===== src/rtl/countdown_ctrl.sv =====
// Seconds countdown controller: preset entry, start/pause/resume/stop, 1 s tick, expiry/alarm.
// Optional feature: define COUNTDOWN_AUTO_RELOAD_EN to reload the preset on expiry instead of alarming.
module countdown_ctrl #(
  parameter int unsigned CLK_FREQ_HZ    = 50_000_000,
  parameter int unsigned MAX_COUNT      = 99,
  parameter int unsigned DEFAULT_PRESET = 59,
  parameter int unsigned ALARM_SECS     = 5
) (
  input  logic       clk,
  input  logic       rst_n,
  input  logic       btn_start,
  input  logic       btn_stop,
  input  logic       btn_up,
  input  logic       btn_down,
  output logic [6:0] count,
  output logic [3:0] tens,
  output logic [3:0] ones,
  output logic       running,
  output logic       expired,
  output logic       alarm
);

  localparam int unsigned CW = 7;
  localparam int unsigned DW = 32;

  localparam logic [CW-1:0] MAX_C      = CW'(MAX_COUNT);
  localparam logic [CW-1:0] DEF_C      = CW'(DEFAULT_PRESET);
  localparam logic [DW-1:0] DIV_LAST   = DW'(CLK_FREQ_HZ - 1);
  localparam logic [DW-1:0] ALARM_LAST = DW'(ALARM_SECS - 1);

  typedef enum logic [1:0] {
    S_IDLE,
    S_RUN,
    S_PAUSE,
    S_EXPIRED
  } state_e;

  state_e        state_q, state_d;
  logic [CW-1:0] preset_q, preset_d;
  logic [CW-1:0] count_q, count_d;
  logic [DW-1:0] div_q, div_d;
  logic [DW-1:0] asec_q, asec_d;
  logic          expired_q, expired_d;
  logic          running_q, running_d;
  logic          alarm_q, alarm_d;
  logic          tick;

  assign tick = (div_q == DIV_LAST);

  // Next-state, counters and flag logic; button priority is stop > start > up > down
  always_comb begin
    state_d   = state_q;
    preset_d  = preset_q;
    count_d   = count_q;
    div_d     = div_q;
    asec_d    = asec_q;
    expired_d = 1'b0;

    unique case (state_q)
      S_IDLE: begin
        if (!btn_stop) begin
          if (btn_start) begin
            if (preset_q != '0) begin
              state_d = S_RUN;
              div_d   = '0;
            end
          end else if (btn_up) begin
            preset_d = (preset_q == MAX_C) ? '0 : preset_q + CW'(1);
          end else if (btn_down) begin
            preset_d = (preset_q == '0) ? MAX_C : preset_q - CW'(1);
          end
        end
        count_d = preset_d;
      end

      S_RUN: begin
        if (btn_stop) begin
          state_d = S_PAUSE;
        end else if (tick) begin
          div_d = '0;
          if (count_q > CW'(1)) begin
            count_d = count_q - CW'(1);
          end else begin
            expired_d = 1'b1;
`ifdef COUNTDOWN_AUTO_RELOAD_EN
            count_d   = preset_q;
`else
            count_d   = '0;
            state_d   = S_EXPIRED;
            asec_d    = '0;
`endif
          end
        end else begin
          div_d = div_q + DW'(1);
        end
      end

      S_PAUSE: begin
        if (btn_stop) begin
          state_d = S_IDLE;
          count_d = preset_q;
        end else if (btn_start) begin
          state_d = S_RUN;
        end
      end

      S_EXPIRED: begin
        if (btn_stop || btn_start) begin
          state_d = S_IDLE;
          count_d = preset_q;
        end else if (tick) begin
          div_d = '0;
          if (asec_q == ALARM_LAST) begin
            state_d = S_IDLE;
            count_d = preset_q;
          end else begin
            asec_d = asec_q + DW'(1);
          end
        end else begin
          div_d = div_q + DW'(1);
        end
      end

      default: state_d = S_IDLE;
    endcase

    running_d = (state_d == S_RUN);
    alarm_d   = (state_d == S_EXPIRED);
  end

  always_ff @(posedge clk) begin
    if (!rst_n) begin
      state_q   <= S_IDLE;
      preset_q  <= DEF_C;
      count_q   <= DEF_C;
      div_q     <= '0;
      asec_q    <= '0;
      expired_q <= 1'b0;
      running_q <= 1'b0;
      alarm_q   <= 1'b0;
    end else begin
      state_q   <= state_d;
      preset_q  <= preset_d;
      count_q   <= count_d;
      div_q     <= div_d;
      asec_q    <= asec_d;
      expired_q <= expired_d;
      running_q <= running_d;
      alarm_q   <= alarm_d;
    end
  end

  // Digit split feeds the 7-segment decoder directly
  assign count   = count_q;
  assign tens    = 4'(count_q / CW'(10));
  assign ones    = 4'(count_q % CW'(10));
  assign running = running_q;
  assign expired = expired_q;
  assign alarm   = alarm_q;

endmodule


===== config.mk =====
export PLATFORM = sky130hd
export DESIGN_NAME = countdown_ctrl
export DESIGN_NICKNAME = d
export VERILOG_FILES = /design/src/rtl/countdown_ctrl.sv
export SDC_FILE = /design/constraint.sdc
export NUM_CORES = 1
export LEC_CHECK = 0
export ABC_AREA = 1
export CORE_MARGIN = 2
export CORE_UTILIZATION = 45
export DETAILED_ROUTE_END_ITERATION = 12
export GPL_ROUTABILITY_DRIVEN = 1
export PLACE_DENSITY = 0.7
export RECOVER_POWER = 50
export SYNTH_ARGS = -nofsm -noshare
export SYNTH_HDL_FRONTEND = slang
export SYNTH_SLANG_ARGS = --single-unit

===== constraint.sdc =====
create_clock -name clk -period 2.95 [get_ports clk]
set_input_delay 0.59 -clock clk [delete_from_list [all_inputs] [get_ports clk]]
set_output_delay 0.59 -clock clk [all_outputs]
set_load 0.01 [all_outputs]

==> results_dict.tcl <==
set metrics [dict create \
    stdcell_area_sq_um 6873 \
    rsz0062_at_grt "yes" \
    grt_pass1_vias 5934 \
    fp-row-count 42 \
    fp.dieH_um 121.0 \
    fmax_mhz 354.9 \
    crit_path_top_delay_cell "dfxtp_4" \
    final_cell_mix "nand2_1, nor2_1, inv_1, nand3_1, dfxtp_1" \
    setup_viol 0 \
    p_leak_nw 2.522 \
    wl_mm 16.99 \
    pin_count 24 \
    ys_seq_area_share_pct 26.97 \
    cts_htree_levels 3 \
    drt-initial-drc-count 555 \
    postLayoutCoreUtil_pct 51.69 \
    synth_area_leader_cell "dfxtp_1" \
    tightest_slew_ns 0.7389 \
    startpoint_type "flop" \
    hold_viol 0 \
    critical_path_class "reg2out" \
    cts_sinks 83 \
    num_antenna_cells 0 \
    place_ws_ns -0.09689 \
    fin_cells 1218 \
    die-width_um 121.0 \
    power_density_nw_per_um2 480.1 \
    syn_avg_cell_area_sq_um 6.058 \
    dieArea_sq_um 14640 \
    grtUsageTotal_pct 23.57 \
    grt_overflow 0 \
    cts_tree "yes" \
    yosys_warnings 0 \
    dp_cells 1200 \
    path_cells "inv_2, nand2_2, nand2_1, nand2_2, nand2_4, nand2_2, nand2_2, inv_2, nand2_2, nand2_2, nand2_2, nand2_1, inv_1, ha_2, inv_2, nand3_4, nand3_4, nand2_1, nand2_1, buf_2" \
    final.min_clock_period_ns 2.818 \
    yosys.cell_types.count 43 \
    finalClockSkew_ns 0.01065 \
    max_stage_delay_ns 0.37 \
    cpMostUsedCell "nand2_2" \
    critPathCaptureType "output pin" \
    final_antenna_net_count 0 \
    seq_area_sq_um 1673 \
    maxSlewViolCount 0 \
    hp-class "reg2reg" \
    grt_pass1_wl_mm 28.22 \
    wl_per_cell_um 13.95 \
    cts_root_buf "clkbuf_16" \
    path_clk_slew_ns 0.06 \
    fin_crit_sh_pct 95.51 \
    clock_latency_ns 0.35 \
    antenna_found_initial 0 \
    ir_worst_vdd_uv 316.0 \
    hpwl_mm 12.51 \
    start_util_pct 46.34 \
    multi_input_area_sq_um 3914 \
    synthTopCellsByArea "dfxtp_1, nand2_1, nor2_1, nand3_1, inv_1" \
    drc 0 \
    clk_path_buf_depth 2 \
    core_sq_um 13300 \
    synth_cells 1017 \
    final_common_cell "nand2_1" \
    dr.pass1.iters 6 \
    viasPerCell 5.392 \
    fill_cells 1382 \
    path_buf_inv 5 \
    cp.required_ns 2.36 \
    cts_buffers 9 \
    num_vias 6567 \
    synth_nets 1033 \
    area_growth_pct 11.56 \
    cap_viol_max_count 0 \
    arrival_ns 2.23 \
    ys_ff_latch 83 \
    dpl_cell_area_sq_um 6544 \
    outcome "finished clean" \
    drive_gt1_share_pct 9.117 \
    port-buffer-count 23 \
    slew_headroom_pct 50.56 \
    netlist_area_sq_um 6161 \
    gp_congestion 0.9699 \
    worst_slack_ns 0.1324 \
    nets 1053 \
    grt_max_degree 33 \
    timing.hold.ws_ns 0.4634 \
    cp_max_fo 4 \
    synth_top_area_share_pct 26.97 \
    cp_top_family "simple AND/OR/NAND/NOR gates" \
]
layout make-up:
type                            instances  area share [%]
Inverter                              109           5.953
Tap cell                              176           3.204
Clock buffer                           12           3.732
Clock inverter                          4          0.3641
Multi-Input combinational cell        788           56.95
Sequential cell                        83           24.34
Timing Repair Buffer                   46           5.461
routing by layer:
| layer | track usage [%] | up-vias | part of all wire [%] |
|---|---|---|---|
| li1 | - | 3364 | - |
| met1 | 31.43 | 2976 | 47 |
| met2 | 38.38 | 196 | 45 |
| met3 | 3.524 | 31 | 4.7 |
| met4 | 8.939 | 0 | 2.3 |
| met5 | 0 | - | 0 |
worst paths after layout:
check,depth (start not counted),end,start,slack (ns)
max,20,ones[3],count[6]$_SDFFE_PN0P_,0.13
min,2,asec_q[10]$_SDFFE_PN0P_,asec_q[10]$_SDFFE_PN0P_,0.46
max reg2reg,12,div_q[16]$_SDFFE_PN0P_,div_q[0]$_SDFFE_PN0P_,0.21
min reg2reg,2,asec_q[10]$_SDFFE_PN0P_,asec_q[10]$_SDFFE_PN0P_,0.46
synth_stat cells, drive strengths merged:
cell     number
nand2       262
nand4        34
xnor2         4
xor2         30
a41oi         1
nor2b         1
o221ai        1
or2           2
o2111ai       1
ha           10
a21oi        69
nand3b        1
buf          24
dfxtp        83
clkinv        1
o31ai         3
nor4          5
o21ai        24
o211ai        9
inv         108
nand3        96
a211oi        4
a22oi         1
nor2        166
o22ai         3
and3          1
nor3         56
clkbuf       13
a31oi         4
flip-flops by register name (all words and copies together), names as in the netlist:
name,flops
alarm,1
asec_q,32
count,7
div_q,32
expired,1
preset_q,7
running,1
state_q,2
per-stage QoR:
stage / power [mW] / setup TNS [ns]
2_1_floorplan: 1.845 / 0
4_1_cts: 3.283 / 0
5_1_grt: 3.464 / -0.07173
3_3_place_gp: 2.189 / 0
3_5_place_dp: 2.198 / -0.2829
6_report: 3.300 / 0
kinds of logic after synthesis:
kind of cell	after synthesis	share of synthesized area, %
AO/OA/AOI/OAI	120	10.82
XOR/XNOR	34	4.833
adder cells (fa/ha/maj)	10	2.031
buffers and inverters	146	10.30
flip-flops	83	26.97
AND/OR/NAND/NOR	624	45.04
timing repair:
item / in CTS / in global routing
gates resized for setup: 21 / 23
hold buffers: 0 / 0
pin swaps: 3 / 5
buffers inserted: 1 / 1
cloned: 0 / 0
setup endpoints to repair: 4 / 4
worst register-to-register path, cell delays in order (launching register included):
cell	delay, ns
dfxtp_1	0.39
ha_1	0.20
nand2_1	0.08
nor2_1	0.28
nand2_1	0.12
nor2_1	0.25
nand3_1	0.37
nand2_1	0.25
nand2_2	0.21
inv_2	0.27
o21ai_0	0.13
nand2_1	0.07
nor2_1	0.04
power by group:
group          internal [mW]  total, mW  switching (mW)
clock                  0.614       1.09           0.473
combinational          0.378      0.998           0.620
sequential              1.16       1.21          0.0557
total                   2.15       3.30            1.15
Note: power is estimated with default switching activity, not from simulation.
